<file path="src/rtl/cache_pkg.sv">
// Shared geometry, backing-store pattern and address-split helpers for the
// direct-mapped read-only cache.
package cache_pkg;

  localparam int ADDR_W      = 32;
  localparam int DATA_W      = 32;
  localparam int INDEX_BITS  = 6;
  localparam int OFFSET_BITS = 2;
  localparam int TAG_BITS    = ADDR_W - INDEX_BITS - OFFSET_BITS;
  localparam int NUM_LINES   = 1 << INDEX_BITS;

  // Backing-store contents are the word-aligned address XOR this pattern.
  localparam logic [DATA_W-1:0] MEM_PATTERN = 32'hA5A5_A5A5;

  // Clears the byte-offset bits so every byte of a word maps to the same word.
  localparam logic [ADDR_W-1:0] OFFSET_MASK = 32'h0000_0003;

  // Line index: the bits just above the byte offset.
  function automatic logic [INDEX_BITS-1:0] get_index(input logic [ADDR_W-1:0] addr);
    return addr[OFFSET_BITS +: INDEX_BITS];
  endfunction

  // Tag: everything above the index.
  function automatic logic [TAG_BITS-1:0] get_tag(input logic [ADDR_W-1:0] addr);
    return addr[ADDR_W-1 -: TAG_BITS];
  endfunction

endpackage

</file>
<file path="src/rtl/cache_backing_mem.sv">
// Combinational, read-only backing store model. Returns the word containing
// the given byte address. Kept as its own block so a real memory can replace it.
module cache_backing_mem
  import cache_pkg::*;
(
  input  logic [ADDR_W-1:0] addr,
  output logic [DATA_W-1:0] data
);

  // Word content is derived from the word-aligned address.
  always_comb begin
    data = (addr & ~OFFSET_MASK) ^ MEM_PATTERN;
  end

endmodule

</file>
<file path="src/rtl/cache.sv">
// Direct-mapped, read-only, one-word-per-line cache. Every rising edge looks
// up the presented byte address, registers hit/miss and the data word, and
// fills the line on a miss in the same edge.
// Optional build macro CACHE_STATS_EN adds saturating hit/miss counters.
module cache
  import cache_pkg::*;
(
  input  logic              clk,
  input  logic              rst_n,
  input  logic [ADDR_W-1:0] address,
  output logic              hit_miss,
  output logic [DATA_W-1:0] out
`ifdef CACHE_STATS_EN
  ,
  output logic [31:0]       hit_count,
  output logic [31:0]       miss_count
`endif
);

  logic [NUM_LINES-1:0]  valid_r;
  logic [TAG_BITS-1:0]   tag_ram_r  [NUM_LINES];
  logic [DATA_W-1:0]     data_ram_r [NUM_LINES];

  logic [INDEX_BITS-1:0] index_s;
  logic [TAG_BITS-1:0]   tag_s;
  logic                  hit_s;
  logic [DATA_W-1:0]     mem_word_s;

  cache_backing_mem u_backing_mem (
    .addr (address),
    .data (mem_word_s)
  );

  // Split the address and decide hit/miss against the state before the edge.
  always_comb begin
    index_s = get_index(address);
    tag_s   = get_tag(address);
    hit_s   = 1'b0;
    if (valid_r[index_s] && (tag_ram_r[index_s] == tag_s)) begin
      hit_s = 1'b1;
    end else begin
      hit_s = 1'b0;
    end
  end

  // Valid bits: cleared by reset, set for the indexed line on every miss.
  always_ff @(posedge clk or negedge rst_n) begin
    if (!rst_n) begin
      valid_r <= {NUM_LINES{1'b0}};
    end else if (!hit_s) begin
      valid_r[index_s] <= 1'b1;
    end
  end

  // Tag/data arrays carry no reset; a fill during reset is harmless because
  // the valid bit stays cleared until reset is released.
  always_ff @(posedge clk) begin
    if (!hit_s) begin
      tag_ram_r[index_s]  <= tag_s;
      data_ram_r[index_s] <= mem_word_s;
    end
  end

  // Registered lookup result: cached word on a hit, backing word on a miss.
  always_ff @(posedge clk or negedge rst_n) begin
    if (!rst_n) begin
      hit_miss <= 1'b0;
      out      <= {DATA_W{1'b0}};
    end else if (hit_s) begin
      hit_miss <= 1'b1;
      out      <= data_ram_r[index_s];
    end else begin
      hit_miss <= 1'b0;
      out      <= mem_word_s;
    end
  end

`ifdef CACHE_STATS_EN
  // Saturating hit/miss counters, one of them advancing on every lookup edge.
  always_ff @(posedge clk or negedge rst_n) begin
    if (!rst_n) begin
      hit_count  <= 32'd0;
      miss_count <= 32'd0;
    end else if (hit_s) begin
      if (hit_count != 32'hFFFF_FFFF) begin
        hit_count <= hit_count + 32'd1;
      end
    end else begin
      if (miss_count != 32'hFFFF_FFFF) begin
        miss_count <= miss_count + 32'd1;
      end
    end
  end
`endif

endmodule

</file>
<file path="config.mk">
export PLATFORM = sky130hd
export DESIGN_NAME = cache
export DESIGN_NICKNAME = d
export VERILOG_FILES = /design/src/rtl/cache_pkg.sv /design/src/rtl/cache_backing_mem.sv /design/src/rtl/cache.sv
export SDC_FILE = /design/constraint.sdc
export NUM_CORES = 2
export LEC_CHECK = 0
export CAP_MARGIN = 0
export CORE_MARGIN = 4
export CORE_UTILIZATION = 35
export CTS_BUF_LIST = sky130_fd_sc_hd__clkbuf_4 sky130_fd_sc_hd__clkbuf_8
export DETAILED_ROUTE_END_ITERATION = 12
export DONT_BUFFER_PORTS = 1
export PLACE_DENSITY = 0.61
export SYNTH_ARGS = -nofsm -noshare
export SYNTH_HDL_FRONTEND = slang
export SYNTH_SLANG_ARGS = --single-unit
</file>
<file path="constraint.sdc">
create_clock -name clk -period 3.91 [get_ports clk]
set_input_delay 0.782 -clock clk [delete_from_list [all_inputs] [get_ports clk]]
set_output_delay 0.782 -clock clk [all_outputs]
set_load 0.05 [all_outputs]
</file>
==> results.json <==
{
  "grt-ovfl-total": 0,
  "place_congestion": 0.9395,
  "skew_ps": 174.1,
  "crit_required_ps": 4710,
  "synth_top_area_share_pct": 75.80,
  "clk_latency_ps": 1180,
  "routedWlPerCell_um": 36.15,
  "power_density_mw_per_mm2": 486.7,
  "die_area_mm2": 0.3131,
  "syn_area_mm2": 0.1065,
  "final_hold_viol_count": 0,
  "utilization_pct": 42.69,
  "hold_buffers": 47,
  "maxSlewViolCount": 554,
  "crit_path_cell_trace": "nand2_1 -> buf_4 -> buf_4 -> o22ai_1 -> a221oi_1 -> buf_4 -> o221ai_1 -> buf_4 -> xor2_2 -> nor3_2 -> buf_4 -> nand4_1 -> buf_12 -> buf_12 -> and3_4 -> bufbuf_16",
  "synth_compound_area_share_pct": 9.119,
  "path_common_cell": "buf_4",
  "outcome": "finished, violations left",
  "nets": 6652,
  "p_leak_uw": 0.04281,
  "fin_crit_ps": 6692,
  "critPathMaxFanout": 689,
  "drc": 0,
  "synth_ff_type": "edfxtp_1",
  "holdWs_ps": 41.42,
  "multi_input_area_mm2": 0.02205,
  "synthArstFlopShare_pct": 3.448,
  "hp-class": "input port to flip-flop",
  "netlist_instances": 5684,
  "relSlewSlack_pct": -172.7,
  "yosys.area_share.simple_pct": 2.093,
  "die_y_um": 559.6,
  "rsz0062_at_grt": "true",
  "synth_edf_count": 2688,
  "muxShareOfSynthArea_pct": 8.457,
  "io_pins": 67,
  "combPwrFrac_pct": 7.3,
  "layout-drive-gt1-share_pct": 30.99,
  "syn_to_final_growth_pct": 21.38,
  "ys_warn_count": 0,
  "p_sw_share_pct": 23.99,
  "syn_nets": 5718,
  "switching_power_uw": 15090,
  "cpMaxStageDelayCell": "nand2_1",
  "ctsLongestPathBuffers": 4,
  "internal_power_uw": 47810,
  "synth_area_leaders": "edfxtp_1, mux4_2, mux2i_1, a221oi_1, dfrtp_1",
  "clk_pin_slew_ps": 70,
  "cts_tree": "done",
  "coreArea_mm2": 0.3028,
  "antenna_found_initial": 36,
  "path_delay_family": "simple AND/OR/NAND/NOR gates",
  "ff_latch_area_mm2": 0.08312,
  "synth_top_area_cell": "edfxtp_1",
  "wl_mm": 397.2,
  "setup_viol": 2771,
  "cts_inserted_buffers": 441,
  "cts-root-buf": "clkbuf_8",
  "grt_pass1_wl_mm": 538.0,
  "drt_iter0_drc": 10870,
  "crit_type": "input port to flip-flop",
  "instances_no_fill": 10990,
  "critPathBufInv": 8,
  "failed_checks": "slew limit, setup timing",
  "synth_top_family_by_area": "compound AO/OA/AOI/OAI gates",
  "portBuffers": 0,
  "synth.distinct_cells": 73,
  "cp-end-kind": "flip-flop",
  "grt_max_degree": 690,
  "p_total_uw": 62900,
  "cts_sinks": 2784,
  "startpoint": "address[4]",
  "initial_core_util_pct": 35.17,
  "fillers": 26360,
  "grt_pass1_vias": 63450,
  "seq_area_frac_synth_pct": 78.05,
  "ys_ff_latch": 2784,
  "placed_cells": 10090,
  "slowest_delay_ps": 1650,
  "ant_nets": 0,
  "die_w_um": 559.6,
  "crit_arrival_ps": 7490,
  "worstSetupStartpointType": "input port",
  "synthAdderAreaFrac_pct": 0,
  "min_from": "address[6]",
  "drv_cap": 0,
  "row_count": 202,
  "clkPwrFrac_pct": 39.5,
  "cts_max_level": 5,
  "routed-via-count": 65880,
  "fin_crit_sh_pct": 171.2,
  "worst_pin_slew_ps": 4091,
  "grt_usage_pct": 24.51,
  "viasPerCell": 5.997,
  "synth_xor_area_share_pct": 0.1727,
  "vdd_drop_max_uv": 300.1,
  "p_seq_share_pct": 53.2,
  "dpl.hpwl_mm": 238.4,
  "avgSynthCellArea_um2": 18.73,
  "r2r-start": "tag_ram_r[3][5]",
  "max_freq_mhz": 149.4,
  "postLayoutSetupSlackWorst_ps": -2782,
  "first_pass_iters": 8
}
kinds of logic after synthesis:
kind of cell / after synthesis
xor gates and xnor gates: 21
AOI/OAI and AO/OA: 1323
other: 2
buffers and inverters: 440
DFF: 2784
and+or+nand+nor: 452
muxes: 662
placed cells by master, fill, tap and decap left out, drive strengths merged, types with 12 or more instances in the layout:
cell,netlist,routed
inv,18,30
a22o,79,79
o22ai,108,108
buf,233,890
a211oi,22,22
and3,71,71
edfxtp,2688,2688
o221ai,23,23
nand4,30,30
mux2,162,162
a221oi,279,279
clkinv,1,177
o211ai,12,12
a221o,34,34
nor3,20,20
dfrtp,96,96
a21oi,195,195
nor2,135,135
nor4,18,18
a31o,66,66
o22a,13,13
mux4,174,174
clkbuf,188,608
diode,0,23
dlygate4sd3,0,21
nand2,107,107
xnor2,14,14
a22oi,279,279
mux2i,326,326
nand3,27,27
a31oi,60,60
o21ai,105,105
metal layers:
metal	share of wire, %	track usage (%)
met1	37	32.52
met2	44	36.33
met3	12	6.597
met4	6.8	14.13
met5	0.025	0
worst paths after layout:
path	end	slack (ps)	cells after the start
max	data_ram_r[46][3]	-2780	16
min in group asynchronous	out[28]	390	2
min	data_ram_r[33][5]	40	1
max reg2reg	data_ram_r[46][3]	-270	15
max in group asynchronous	valid_r[59]	2750	2
min reg2reg	valid_r[30]	460	1
power groups by stage:
stage	clock (µW)	combinational (µW)	sequential [µW]
floorplan	0	2020	34000
global placement	0	3820	34100
detailed placement	0	3830	34100
CTS	25100	4400	33500
global route	26600	4620	33500
finish	24900	4590	33500
worst register-to-register path: cells and delay by family, from the launching register on:
family | cells | cell delay, ps
mux | 1 | 620
xor+xnor | 1 | 300
compound gates | 3 | 510
simple gates | 5 | 930
buf+inv | 5 | 1070
flops | 1 | 370
registers in the layout (all words and copies together) (netlist names):
register,flops
hit_miss,1
valid_r,64
data_ram_r,1152
out,31
tag_ram_r,1536
metrics by stage:
step / setup WS, ps / cell area (µm²) / TNS (ps)
2_1_floorplan: -216.2 / 106900 / -140370
4_1_cts: -157.6 / 128900 / -32040
5_1_grt: -1252 / 129200 / -2918470
3_5_place_dp: -2123 / 118700 / -5127950
6_report: -2782 / 129300 / -7171670
3_3_place_gp: -2110 / 118700 / -5068030
cells in the mapped netlist (14+ instances only):
cell	count
edfxtp_1	2688
mux2i_1	326
a221oi_1	279
a22oi_1	279
a21oi_1	195
clkbuf_1	183
mux4_2	174
mux2_2	162
nor2_1	134
buf_2	109
o22ai_1	108
nand2_1	107
o21ai_0	104
dfrtp_1	96
a22o_1	79
and3_1	71
a31o_2	66
a31oi_1	60
buf_4	60
buf_1	36
a221o_1	34
nand4_1	30
buf_6	27
nand3_1	27
o221ai_1	23
a211oi_1	22
nor3_1	18
inv_1	16
nor4_1	16
xnor2_1	14
final cells by class:
cell class,instances,share of cell area [%]
antenna,23,0.04453
clock buffer,608,5.738
clock inverter,202,1.025
inverter,19,0.06486
multi-input combinational,2460,17.06
sequential,2784,64.31
tap,3978,3.851
timing repair buffer,912,7.905
timing repair:
action | CTS | global route
buffers inserted | 9 | 6
pin swaps | 11 | 16
hold endpoints to repair | 1744 | 9
setup endpoints to repair | 2771 | 2770
cloned | 7 | 0
resized for setup | 63 | 53
Note: power is estimated with default switching activity, not from simulation.
